File: src/rtl/program_sequencer_q11_pkg.sv
// Shared constants for the Q11 program sequencer: address width, stall-FSM
// encodings, the stall NOP opcodes and the jump-target helper.
package program_sequencer_q11_pkg;

    localparam int PM_AW = 8;

    localparam logic [1:0] ST_IDLE    = 2'd0;
    localparam logic [1:0] ST_HOLD    = 2'd1;
    localparam logic [1:0] ST_RELEASE = 2'd2;

    localparam logic [7:0] NOP_C8 = 8'hC8;
    localparam logic [7:0] NOP_CF = 8'hCF;
    localparam logic [7:0] NOP_D8 = 8'hD8;
    localparam logic [7:0] NOP_DF = 8'hDF;

    // Jumps always land on a 16-byte page boundary.
    function automatic logic [PM_AW-1:0] jmp_target(input logic [3:0] nib);
        return {nib, 4'h0};
    endfunction

endpackage

File: src/rtl/program_sequencer_q11_stall_timer.sv
// Stall FSM plus down-counter: freezes the decoder ir for `len` cycles after a
// trigger, then forces one RELEASE cycle so the stale NOP cannot retrigger.
module stall_timer
    import program_sequencer_q11_pkg::*;
#(
    parameter int CNT_W = 4
) (
    input  logic             clk,
    input  logic             sync_reset,
    input  logic             trig,
    input  logic [CNT_W-1:0] len,
    output logic             count_flag
);

    logic [1:0]       state_q, state_d;
    logic [CNT_W-1:0] cnt_q, cnt_d;
    logic             flag;

    always_comb begin
        state_d = state_q;
        cnt_d   = cnt_q;
        flag    = 1'b0;
        case (state_q)
            ST_IDLE: begin
                if (trig) begin
                    flag    = 1'b1;
                    cnt_d   = len - CNT_W'(1);
                    state_d = (len == CNT_W'(1)) ? ST_RELEASE : ST_HOLD;
                end
            end
            ST_HOLD: begin
                flag  = 1'b1;
                cnt_d = cnt_q - CNT_W'(1);
                if (cnt_q == CNT_W'(1))
                    state_d = ST_RELEASE;
            end
            ST_RELEASE: state_d = ST_IDLE;
            default:    state_d = ST_IDLE;
        endcase
    end

    // Reset aborts a stall immediately, including the flag in the reset cycle.
    assign count_flag = flag & ~sync_reset;

    always_ff @(posedge clk) begin
        if (sync_reset) begin
            state_q <= ST_IDLE;
            cnt_q   <= '0;
        end else begin
            state_q <= state_d;
            cnt_q   <= cnt_d;
        end
    end

endmodule

File: src/rtl/program_sequencer_q11.sv
// Q11 program sequencer: PC register and next-address mux feeding program
// memory, with the stall timer holding both PC and decoder ir during C8/D8 NOPs.
module program_sequencer_q11
    import program_sequencer_q11_pkg::*;
#(
    parameter int SHORT_HOLD = 4,
    parameter int LONG_HOLD  = 8,
    parameter int CNT_W      = 4
) (
    input  logic             clk,
    input  logic             sync_reset,
    input  logic             jmp,
    input  logic             jmp_nz,
    input  logic [3:0]       jmp_addr,
    input  logic             dont_jmp,
    input  logic             NOPC8,
    input  logic             NOPD8,
    output logic [PM_AW-1:0] pm_addr,
    output logic [PM_AW-1:0] pc,
    output logic             count_flag
);

    logic [PM_AW-1:0] pc_q;
    logic [CNT_W-1:0] stall_len;

    // C8 takes priority if the decoder ever flags both.
    assign stall_len = NOPC8 ? CNT_W'(SHORT_HOLD) : CNT_W'(LONG_HOLD);

    stall_timer #(.CNT_W(CNT_W)) u_stall (
        .clk        (clk),
        .sync_reset (sync_reset),
        .trig       (NOPC8 | NOPD8),
        .len        (stall_len),
        .count_flag (count_flag)
    );

    always_comb begin
        if (sync_reset)
            pm_addr = '0;
        else if (count_flag)
            pm_addr = pc_q;
        else if (jmp || (jmp_nz && !dont_jmp))
            pm_addr = jmp_target(jmp_addr);
        else
            pm_addr = pc_q + PM_AW'(1);
    end

    always_ff @(posedge clk) begin
        pc_q <= pm_addr;
    end

    assign pc = pc_q;

endmodule

File: config.mk
export PLATFORM = sky130hd
export DESIGN_NAME = program_sequencer_q11
export DESIGN_NICKNAME = d
export VERILOG_FILES = /design/src/rtl/program_sequencer_q11_pkg.sv /design/src/rtl/program_sequencer_q11_stall_timer.sv /design/src/rtl/program_sequencer_q11.sv
export SDC_FILE = /design/constraint.sdc
export NUM_CORES = 1
export LEC_CHECK = 0
export ABC_AREA = 1
export CAP_MARGIN = 20
export CORE_ASPECT_RATIO = 1.5
export CORE_MARGIN = 2
export CORE_UTILIZATION = 39
export CTS_CLUSTER_DIAMETER = 30
export DETAILED_ROUTE_END_ITERATION = 16
export PLACE_DENSITY_LB_ADDON = 0.2
export SETUP_SLACK_MARGIN = 0.02
export SLEW_MARGIN = 20
export SYNTH_ARGS = -nofsm -noshare
export SYNTH_HDL_FRONTEND = slang
export SYNTH_SLANG_ARGS = --single-unit
File: constraint.sdc
create_clock -name clk -period 1.1 [get_ports clk]
set_input_delay 0.22 -clock clk [delete_from_list [all_inputs] [get_ports clk]]
set_output_delay 0.22 -clock clk [all_outputs]
set_load 0.05 [all_outputs]
==> out/qor.csv, run 1 <==
stage;metric;value;unit
synthesis;syn-num-nets;137;
run_status;error_line;[ERROR GRT-0232] Routing congestion too high. Check the congestion heatmap in the GUI.;
place;place.port_buffers;27;
global_route;overflow;26;
floorplan;pin_count;28;
synthesis;seq_area_frac_synth;34.9;%
place;dp_cells;191;
synthesis;syn_avg_cell_area;6.52;sq um
place;dp_hpwl;1.92;mm
floorplan;rows;20;
timing;worst_endpoint;pm_addr[4];
run_status;stop_stage;5_1_grt;
floorplan;die_h;59.5;um
synthesis;yosys.area.top_type_share;34.9;%
synthesis;synthCells;123;
clock_tree;clock_path_buffers;2;
global_route;grt_use_total;71.8;%
clock_tree;clock-root-buffer;clkbuf_4;
floorplan;initial_core_util;40.6;%
synthesis;synth_area;802;sq um
run_status;status;aborted with a tool error;
synthesis;synth_top_area_cell;dfxtp_1;
floorplan;die_x;41.0;um
global_route;grt_max_degree;9;
clock_tree;h-tree-depth;1;
synthesis;synth_top_cells_by_area;dfxtp_1 (35%), nand2_1 (14%), inv_1 (9.4%);
clock_tree;clock_sinks;14;
clock_tree;cts_buffers;3;
synthesis;ys_seq_elements;14;
timing;endpoint_type;output port;
place;place_congestion;0.752;
place;dpl_worst_slack;-0.763;ns
synthesis;ys_types;20;
synthesis;ys_warn_count;0;
clock_tree;postCtsHoldBufs;0;
[per-layer routing]
layer,track usage (%),overflow
met4,79.5,12
met3,45.5,0
met2,88.4,14
met5,0,0
met1,73.1,0
[per-stage QoR]
step           hold WS [ns]  cell area (sq um)
4_1_cts               0.380               1780
3_3_place_gp          0.489               1530
3_5_place_dp          0.500               1530
2_1_floorplan         0.289                921
[synth_stat cells]
library cell / count
inv_2: 2
ha_1: 3
a21oi_2: 1
buf_6: 1
nand2_2: 3
o21bai_1: 1
nand3_2: 1
o21ai_1: 1
nand3_1: 8
o211ai_1: 1
xor2_1: 1
inv_1: 20
nor2_1: 13
nor2_4: 1
nor3_1: 2
a21oi_1: 8
o21ai_0: 11
nand2_1: 30
nand4_1: 1
dfxtp_1: 14
[cells by family after synthesis]
group                    share of synthesized area [%]
XOR/XNOR                                          1.09
AO/OA/AOI/OAI                                     15.4
adder cells (fa/ha/maj)                           4.68
buffers and inverters                             11.7
flip-flops                                        34.9
AND/OR/NAND/NOR                                   32.1
[repair_timing]
item	in CTS
resized for setup	52
gates cloned	1
pin swaps	11
setup endpoints to repair	28
buffers inserted	9
endpoints found under the hold margin	0
==> run 2: changes to the inputs <==
CORE_AREA = 2 2 63 65   (was unset)
CORE_ASPECT_RATIO = unset   (was 1.5)
CORE_MARGIN = unset   (was 2)
CORE_UTILIZATION = unset   (was 39)
CTS_CLUSTER_DIAMETER = unset   (was 30)
DIE_AREA = 0 0 65 67   (was unset)
PLACE_DENSITY_LB_ADDON = 0.15   (was 0.2)
SETUP_SLACK_MARGIN = unset   (was 0.02)
clock period = 1.43 ns   (was 1.1 ns; I/O delays follow)
==> run 2 against run 1 <==
Against the previous run: the flow now finishes, with violations (setup timing); area after synthesis is the same; synthesized cell count is the same.
==> out/qor.csv, run 2 <==
stage;metric;value;unit;change
timing;final-setup-viol-count;9;;
place;place_congestion;0.774;;+3.0%
clock_tree;postCtsHoldBufs;0;;unchanged
routing;first_pass_iters;4;;
hold_path;min-delay-start;sync_reset;;
hold_path;hold_depth;3;;
hold_path;worstHoldEndpoint;u_stall.cnt_q[0]$_SDFFE_PP0P_;;
floorplan;pin_count;28;;unchanged
synthesis;yosys.area.top_type_share;34.9;%;unchanged
timing;tightest_slew;0.285;ns;
pwr;clkPwrFrac;27.5;%;
critical_path;cp-end-kind;output pin;;
timing;clock_skew;0.00547;ns;
critical_path;r2r-start;pc[0]$_DFF_P_;;
critical_path;r2r-end;pc[6]$_DFF_P_;;
layout;stdcell_area;0.00177;sq mm;
pwr;p_sw_share;35.2;%;
critical_path;worstPathArrival;1.41;ns;
flow_run;maxCapViolCount;0;;
critical_path;critPathMaxFanout;4;;
timing;fmax;0.588;GHz;
run_status;violations;setup timing;;
global_route;overflow;0;;
synthesis;synth_ff_type;dfxtp_1;;
pwr;p_leak;0.767;nW;
clock_tree;cts_tree;yes;;
global_route;grtUsageMet3;1.35;%;
hold_path;min_path_type;input pin to flip-flop;;
run_status;status;finished, violations left;;
synthesis;synth_area;802;sq um;unchanged
timing;grt_setup_unrepaired;true;;
synthesis;ys_async_sr_fraction;0;%;unchanged
clock_tree;path_clk_slew;0.06;ns;
critical_path;rrSetupSlack;0.26;ns;
layout;diodes;0;;
layout;final_common_cell;nand2_1;;
clock_tree;insertion_delay;0.25;ns;
global_route;antenna_found_initial;0;;
place;dp_hpwl;1.94;mm;+1.3%
layout;fillers;342;;
global_route;use_met1;14.8;%;
synthesis;ys_types;20;;unchanged
routing;finalWirelength;2.47;mm;
clock_tree;cts_buffers;3;;unchanged
place;postPlaceCellArea;0.00153;sq mm;+0.16%
floorplan;die_h;67;um;+13%
critical_path;cp-start-kind;flip-flop;;
global_route;grt_util_met2;24.5;%;
synthesis;synth_top_cells_by_area;dfxtp_1 (35%), nand2_1 (14%), inv_1 (9.4%);;
place;dp_cells;215;;+13%
floorplan;initial_core_util;22.2;%;-18 points
pwr;ir_worst_vdd;0.263;mV;
global_route;grt_max_degree;9;;
floorplan;rows;22;;+10%
synthesis;seq_area_frac_synth;34.9;%;unchanged
routing;drc;0;;
global_route;grt_pass1_vias;1032;;
synthesis;ys_top_cells_by_count;nand2_1 (30), inv_1 (20), dfxtp_1 (14);;
pwr;powerDensity;738;mW/mm^2;
layout;ff_latch_area;304;sq um;
clock_tree;clock_path_buffers;2;;unchanged
routing;antenna_left;0;;
timing;fin_crit_sh;119;%;
global_route;grt_pass1_wl;4.45;mm;
synthesis;syn_avg_cell_area;6.52;sq um;unchanged
pwr;pwr-share-seq;33.9;%;
timing;setup-tns-final;-1.91;ns;
critical_path;r2r_cells;8;;
synthesis;syn-num-nets;137;;unchanged
critical_path;slowest_stage;dfxtp_4;;
routing;vias;985;;
place;place.port_buffers;27;;unchanged
critical_path;path_class;flip-flop to output pin;;
timing;finalCriticalPeriod;1.70;ns;
layout;layout.cells.non_filler;227;;
routing;via_per_inst;4.34;;
pwr;combPwrFrac;38.6;%;
layout;final_util;49.0;%;
clock_tree;h-tree-depth;1;;unchanged
synthesis;yosysMostFrequentCell;nand2_1;;
clock_tree;clock-root-buffer;clkbuf_8;;
place;dpl_worst_slack;-0.578;ns;+0.185 ns
synthesis;ys_warn_count;0;;unchanged
layout;final_cell_mix;nand2_1 (24), buf_4 (21), buf_12 (17), inv_1 (13), nor2_1 (8);;
timing;slew_headroom;80.8;%;
critical_path;path_cells;ha_4, nand2_4, o21bai_1, o211ai_1, a21oi_4, buf_12;;
layout;multi_input_area;628;sq um;
floorplan;core_area;0.00361;sq mm;
synthesis;ys_seq_elements;14;;unchanged
timing;hold_viol;0;;
floorplan;die_x;65;um;+58%
pwr;p_sw;0.459;mW;
global_route;grt.busiest_layer;met2;;
layout;nets;194;;
synthesis;synthCells;123;;unchanged
layout;largest_reg_flops;8;;
timing;drv_slew;0;;
clock_tree;clock_sinks;14;;unchanged
routing;drtIter0Drc;19;;
routing;wl_per_cell;10.9;um;
floorplan;die_area;0.00436;sq mm;
synthesis;synth_top_area_cell;dfxtp_1;;
layout;area_growth;120;%;
critical_path;max_stage_delay;0.37;ns;
layout;final_layout_size_suffix_gt1_share;54.7;%;
critical_path;cp.required;1.14;ns;
synthesis;synth_edf_count;0;;unchanged
global_route;grt_use_total;13.2;%;
pwr;p_int;0.844;mW;
timing;finalWorstSetupSlack;-0.271;ns;
-- run 2: cell counts after synthesis --
No cell type changed its count.
-- run 2: worst max path at each step --
| stage | from | to | slack (ns) | depth (start not counted) |
|---|---|---|---|---|
| after floorplan | pc[0]$_DFF_P_ | pm_addr[4] | -0.17 | 5 |
| after global placement | NOPD8 | pm_addr[2] | -0.52 | 8 |
| after detailed placement | NOPD8 | pm_addr[2] | -0.58 | 8 |
| after CTS | pc[0]$_DFF_P_ | pm_addr[4] | -0.29 | 6 |
| after global routing | u_stall.state_q[0]$_SDFFE_PP0P_ | pm_addr[0] | -0.35 | 8 |
| final | pc[0]$_DFF_P_ | pm_addr[4] | -0.27 | 6 |
-- run 2: stage by stage --
| stage | hold WS [ns] | total power [mW] |
|---|---|---|
| final | 0.453 | 1.30 |
| after CTS | 0.444 | 1.32 |
| after floorplan | 0.355 | 0.683 |
| after detailed placement | 0.492 | 0.903 |
| after global routing | 0.461 | 1.39 |
| after global placement | 0.486 | 0.893 |
-- run 2: layer usage --
| layer | up-vias | wire length (um) |
|---|---|---|
| met5 | - | 0 |
| met4 | 0 | 58 |
| met3 | 5 | 70 |
| met2 | 16 | 1360 |
| met1 | 458 | 982 |
| li1 | 506 | - |
-- run 2: repair_timing --
item,4_1_cts,5_1_grt
gates resized for setup,58,1
setup endpoints to repair,10,9
pin swaps,24,5
setup buffers,6,1
hold endpoints to repair,0,0
cloned,1,0
-- run 2: power groups by stage --
stage,Combinational (mW),Sequential [mW],Clock [mW]
CTS,0.507,0.443,0.371
floorplan,0.200,0.484,0
global placement,0.445,0.448,0
detailed placement,0.455,0.449,0
finish,0.502,0.442,0.358
global route,0.544,0.449,0.394
-- run 2: cells by family after synthesis --
logic type	Yosys count	synth area share (%)
adders and majority gates	3	4.68
and+or+nand+nor	59	32.1
xor gates and xnor gates	1	1.09
AOI/OAI and AO/OA	23	15.4
buffers and inverters	23	11.7
DFF	14	34.9
-- run 2: worst max-delay path: cells and delay by family, from the launching register on --
family | cells | cell delay [ns]
compound gates | 3 | 0.44
fa+ha+maj | 1 | 0.15
buf+inv | 1 | 0.15
flops | 1 | 0.37
simple gates | 1 | 0.05
-- run 2: final cells by class --
cell class / count / share of cell area (%)
clock buffer: 4 / 2.55
timing repair buffer: 52 / 36.2
multi-input combinational: 87 / 35.6
sequential: 14 / 17.2
inverter: 22 / 5.03
tap: 48 / 3.40
Power figures use the tool's default switching activity.
==> run 3: changes to the inputs <==
SKIP_CTS_REPAIR_TIMING = 1   (was unset)
==> run 3 against run 2 <==
Against the previous run: the run still ends with setup timing left; global-route usage decreased by 1.4 points; flip-flop and latch count unchanged; clock skew decreased by 0.0016 ns; critical path type unchanged; largest cell class unchanged.
==> out/qor.csv, run 3 (synthesis results as in run 2) <==
stage;metric;value;unit;change
critical_path;r2r-start;pc[0]$_DFF_P_;;
clock_tree;clock_sinks;14;;unchanged
critical_path;crit_path_end;pm_addr[7];;
floorplan;rows;22;;unchanged
timing;finalWorstSetupSlack;-0.272;ns;-0.000997 ns
timing;fmax;0.588;GHz;about the same
clock_tree;cts_tree;yes;;
routing;finalWirelength;2.52;mm;+1.9%
critical_path;rrSetupSlack;0.25;ns;about the same
global_route;grt_max_degree;12;;+3
pwr;powerDensity;734;mW/mm^2;-0.51%
layout;ff_latch_area;304;sq um;unchanged
clock_tree;path_clk_slew;0.06;ns;about the same
pwr;ir_worst_vdd;0.262;mV;-0.24%
routing;first_pass_iters;4;;unchanged
timing;setup-tns-final;-1.90;ns;+0.00537 ns
critical_path;max_stage_delay;0.38;ns;about the same
critical_path;r2r_cells;7;;-1
hold_path;min_path_type;input pin to flip-flop;;
clock_tree;clock_path_buffers;2;;unchanged
critical_path;cp-start-kind;flip-flop;;
clock_tree;cts_buffers;3;;unchanged
critical_path;cpMostUsedCell;nand2_1;;
global_route;grt_use_total;11.8;%;-1.4 points
layout;multi_input_area;623;sq um;-0.80%
routing;via_per_inst;4.27;;-1.7%
place;dp_hpwl;1.94;mm;unchanged
timing;slew_headroom;81.0;%;+0.20 points
routing;drc;0;;unchanged
place;place_congestion;0.774;;unchanged
hold_path;hold_depth;3;;unchanged
global_route;antenna_found_initial;0;;unchanged
floorplan;die_area;0.00436;sq mm;unchanged
critical_path;path_cells;nand2_1, nor2_4, nand2_1, nand2_1, nand3_2, a21oi_4, buf_12;;
place;dp_cells;215;;unchanged
critical_path;path_class;flip-flop to output pin;;
place;place.port_buffers;27;;unchanged
timing;grt_setup_unrepaired;true;;
floorplan;pin_count;28;;unchanged
critical_path;cp_num_buf_inv;1;;unchanged
critical_path;cp_top_family;simple AND/OR/NAND/NOR gates;;
floorplan;die_x;65;um;unchanged
critical_path;r2r-end;pc[6]$_DFF_P_;;
layout;diodes;0;;unchanged
floorplan;die_h;67;um;unchanged
pwr;p_leak;0.811;nW;+5.7%
clock_tree;clock-root-buffer;clkbuf_8;;
clock_tree;insertion_delay;0.25;ns;about the same
layout;final_layout_size_suffix_gt1_share;52.5;%;-2.2 points
timing;fin_crit_sh;119;%;about the same
clock_tree;h-tree-depth;1;;unchanged
critical_path;crit_path_start;pc[0]$_DFF_P_;;
layout;largest_reg_flops;8;;unchanged
timing;tightest_slew;0.282;ns;-0.00304 ns
flow_run;maxCapViolCount;0;;unchanged
global_route;overflow;0;;unchanged
critical_path;worstPathArrival;1.42;ns;about the same
routing;drtIter0Drc;20;;+1
critical_path;cp.required;1.14;ns;about the same
routing;vias;960;;-2.5%
global_route;grt_pass1_vias;927;;-10%
run_status;violations;setup timing;;
layout;final_common_cell;nand2_1;;
global_route;grt_pass1_wl;3.98;mm;-11%
floorplan;initial_core_util;22.2;%;unchanged
routing;antenna_left;0;;unchanged
timing;drv_slew;0;;unchanged
critical_path;slowest_stage;dfxtp_4;;
layout;fillers;350;;+2.3%
layout;nets;192;;-1.0%
floorplan;core_area;0.00361;sq mm;unchanged
timing;final-setup-viol-count;9;;unchanged
timing;hold_viol;0;;unchanged
routing;wl_per_cell;11.2;um;+2.8%
layout;final_cell_mix;nand2_1 (21), buf_4 (19), buf_12 (17), inv_1 (14);;
run_status;status;finished, violations left;;
critical_path;critPathMaxFanout;4;;unchanged
timing;clock_skew;0.00391;ns;-0.00157 ns
critical_path;crit_cells;7;;+1
layout;area_growth;120;%;about the same
timing;finalCriticalPeriod;1.70;ns;+0.000997 ns
layout;layout.cells.non_filler;225;;-0.88%
critical_path;cp-end-kind;output pin;;
run 3: cell count changes in the layout (fill, tap and decap cells not counted), sizes merged:
cell | previous run | this run
buf | 43 | 40
dlymetal6s2s | 0 | 6
clkdlybuf4s15 | 5 | 0
run 3: worst min-delay path by stage:
stage	start	endpoint	slack (ns)
3_5_place_dp	u_stall.cnt_q[0]$_SDFFE_PP0P_	u_stall.cnt_q[0]$_SDFFE_PP0P_	0.49
3_3_place_gp	u_stall.cnt_q[0]$_SDFFE_PP0P_	u_stall.cnt_q[0]$_SDFFE_PP0P_	0.49
2_1_floorplan	sync_reset	u_stall.cnt_q[0]$_SDFFE_PP0P_	0.36
5_1_grt	sync_reset	u_stall.cnt_q[0]$_SDFFE_PP0P_	0.39
4_1_cts	u_stall.cnt_q[0]$_SDFFE_PP0P_	u_stall.cnt_q[0]$_SDFFE_PP0P_	0.50
6_report	sync_reset	u_stall.cnt_q[0]$_SDFFE_PP0P_	0.38
run 3: tightest hold or removal path: cells and delay by family:
family,cells,cell delay [ns]
buffers and inverters,2,0.26
AOI/OAI and AO/OA,1,0.04
run 3: area by class of cell:
| class | count | area share (%) |
|---|---|---|
| multi-input combinational | 87 | 35.3 |
| sequential | 14 | 17.2 |
| tap | 48 | 3.40 |
| timing repair buffer | 50 | 36.5 |
| inverter | 22 | 5.04 |
| clock buffer | 4 | 2.55 |
run 3: through the flow:
step                hold WS [ns]  cell area, sq um  power, mW  util, %  setup WS, ns
detailed placement         0.492              1530      0.903     42.4        -0.578
global route               0.390              1760       1.38     48.9        -0.360
global placement           0.486              1530      0.893     42.4        -0.523
CTS                        0.501              1580       1.27     43.7        -0.582
floorplan                  0.355               906      0.683        -        -0.172
finish                     0.381              1760       1.30     48.9        -0.272
run 3: power breakdown:
part | switching [mW] | internal, mW | total [mW]
combinational | 0.269 | 0.228 | 0.497
sequential | 0.0256 | 0.416 | 0.442
clock | 0.159 | 0.198 | 0.356
total | 0.454 | 0.842 | 1.30
run 3: routing by layer:
| metal | up-vias | global-route usage (%) | routed length [um] |
|---|---|---|---|
| li1 | 502 | - | - |
| met1 | 437 | 14.0 | 1040 |
| met2 | 17 | 20.4 | 1360 |
| met3 | 4 | 1.35 | 74 |
| met4 | 0 | 7.18 | 46 |
| met5 | - | 0 | 0 |
==> patch: new RTL, flow settings as in run 3 <==
Add an input register stage for `jmp`, `jmp_nz`, `jmp_addr`, `dont_jmp`, `NOPC8` and `NOPD8`; this delays them by one clock.
--- a/src/rtl/program_sequencer_q11.sv
+++ b/src/rtl/program_sequencer_q11.sv
@@ -20,16 +20,32 @@
     output logic             count_flag
 );
 
+    logic jmp_q;
+    logic jmp_nz_q;
+    logic [3:0] jmp_addr_q;
+    logic dont_jmp_q;
+    logic NOPC8_q;
+    logic NOPD8_q;
+
+    always_ff @(posedge clk) begin
+        jmp_q      <= jmp;
+        jmp_nz_q   <= jmp_nz;
+        jmp_addr_q <= jmp_addr;
+        dont_jmp_q <= dont_jmp;
+        NOPC8_q    <= NOPC8;
+        NOPD8_q    <= NOPD8;
+    end
+
     logic [PM_AW-1:0] pc_q;
     logic [CNT_W-1:0] stall_len;
 
     // C8 takes priority if the decoder ever flags both.
-    assign stall_len = NOPC8 ? CNT_W'(SHORT_HOLD) : CNT_W'(LONG_HOLD);
+    assign stall_len = NOPC8_q ? CNT_W'(SHORT_HOLD) : CNT_W'(LONG_HOLD);
 
     stall_timer #(.CNT_W(CNT_W)) u_stall (
         .clk        (clk),
         .sync_reset (sync_reset),
-        .trig       (NOPC8 | NOPD8),
+        .trig       (NOPC8_q | NOPD8_q),
         .len        (stall_len),
         .count_flag (count_flag)
     );
@@ -39,8 +55,8 @@
             pm_addr = '0;
         else if (count_flag)
             pm_addr = pc_q;
-        else if (jmp || (jmp_nz && !dont_jmp))
-            pm_addr = jmp_target(jmp_addr);
+        else if (jmp_q || (jmp_nz_q && !dont_jmp_q))
+            pm_addr = jmp_target(jmp_addr_q);
         else
             pm_addr = pc_q + PM_AW'(1);
     end
Function: changed (a bounded check fails within 4 cycles, from zero or initial values and one cycle with sync_reset high).
==> patch against run 3 <==
  * The run still ends with setup timing left
  * Critical endpoint is now pm_addr[6]
  * Cell area is 9.7% higher
  * Power is 25% higher
  * Wire length is 1.1% lower
  * Setup slack worse by 0.041 ns
  * Largest cell class is now multi-input gates
  * Synthesized area is 22% higher
  * Via count is 6.4% higher
  * Sequential cell count is 9 higher
  * First-iteration DRC count is 10% higher
  * Largest power group is now registers
  * Die area stayed put
==> patch: results (changes against run 3) <==
[metrics] clock buffer count in the final layout: 3 (-1)
[metrics] maximum number of pins on one net before global-route repair: 14 (+2)
[metrics] worst hold margin: 0.363 ns (-0.0180 ns)
[metrics] cell count after synthesis: 132 (+7.3%)
[metrics] proportion of layout cells with a drive suffix above 1: 0.503 (-0.0227)
[metrics] Reg clk slew, reported paths: 0.08 ns (+0.02 ns)
[metrics] measured slew at the worst slew-check pin: 0.265 ns (-0.0167 ns)
[metrics] Non-clock buffering overhead: 0.324 (-0.0407)
[metrics] Met3 Wirelength: 106 µm (+43%)
[metrics] Arrival @ worst endpoint: 1.46 ns (+0.04 ns)
[metrics] Setup Skew: 0.00554 ns (+0.00163 ns)
[metrics] violated checks: setup timing
[metrics] most used standard cells in the synthesized netlist: sky130_fd_sc_hd__nand2_1 (30), sky130_fd_sc_hd__dfxtp_1 (23), sky130_fd_sc_hd__inv_1 (20)
[metrics] Seq/total area: 0.251 (+0.0791)
[metrics] final weighted congestion of routability-driven global placement: 0.746 (-3.7%)
[metrics] clock-cell share of area: 0.0239 (-0.00161)
[metrics] proportion of cell area occupied by multi-input gates: 0.325 (-0.0280)
[metrics] wire length on met1: 1040 µm (+0.38%)
[metrics] buffers outside the clock class: 49 (-2.0%)
[metrics] met1 routing resource usage after global routing: 0.141 (+0.00186)
[metrics] Post-Place Worst Slack: -0.479 ns (+0.0997 ns)
[metrics] syn nets: 146 (+6.6%)
[metrics] outcome: finished, violations left
[metrics] sequential cell area in the final layout: 487 µm² (+60%)
[metrics] part of the Yosys area used for sequential elements: 0.469 (+0.119)
[metrics] overall routing resource usage: 0.122 (+0.00449)
[metrics] global-route track usage on met2: 0.219 (+0.0155)
[metrics] Worst Reg-to-Reg Cells: 10 (+3)
[metrics] via count of the first global-routing pass: 976 (+5.3%)
[metrics] number of endpoints failing setup at the final stage: 9 (unchanged)
[metrics] placed cell areas: 1710 µm² (+12%)
[metrics] leakage power: 0.834 nW (+2.9%)
[metrics] final routed wire length divided by cell count: 10.7 µm (-4.5%)
[metrics] synthesis-stage register bit count: 23 (+9)
[metrics] met3 usage: 0.0321 (+0.0186)
[metrics] WL met2: 1320 µm (-2.9%)
[metrics] half-perimeter wire length after detailed placement: 1900 µm (-2.1%)
[metrics] setup slack of the critical path after layout: -0.313 ns (-0.0409 ns)
[metrics] kind of cell adding the most delay to the critical path: flip-flops
[metrics] FILL cells: 318 (-9.1%)
[metrics] post-route setup TNS: -2.33 ns (-0.421 ns)
[metrics] detailed router's first-iteration violation count: 22 (+10%)
[metrics] wire length of the first global-routing pass: 4190 µm (+5.2%)
patch: tightest hold or removal path: cells and delay by family:
kind | cells | cell delay (ns)
AOI/OAI and AO/OA | 1 | 0.04
buffers and inverters | 2 | 0.26
patch: cell families (layout without fill, tap and decap cells):
kind of cell    after synthesis  after routing  share of synthesized area
simple gates                 59             60                      0.262
fa+ha+maj                     3              3                     0.0382
flops                        23             23                      0.469
buf+inv                      23             75                     0.0955
compound gates               23             23                      0.126
xor+xnor                      1              1                    0.00892
patch: worst paths after layout:
path	startpoint	to
worst min-delay path	sync_reset	u_stall.cnt_q[0]
worst max register to register	NOPC8_q	u_stall.cnt_q[3]
worst min register to register	u_stall.cnt_q[2]	u_stall.cnt_q[2]
worst max-delay path	pc[0]	pm_addr[6]
patch: report_power, final:
group          switching, W  leakage [nW]  internal, W
Clock              0.000205        0.0255     0.000194
Combinational      0.000264         0.613     0.000236
Sequential        0.0000349         0.196     0.000680
Total              0.000503         0.834      0.00111
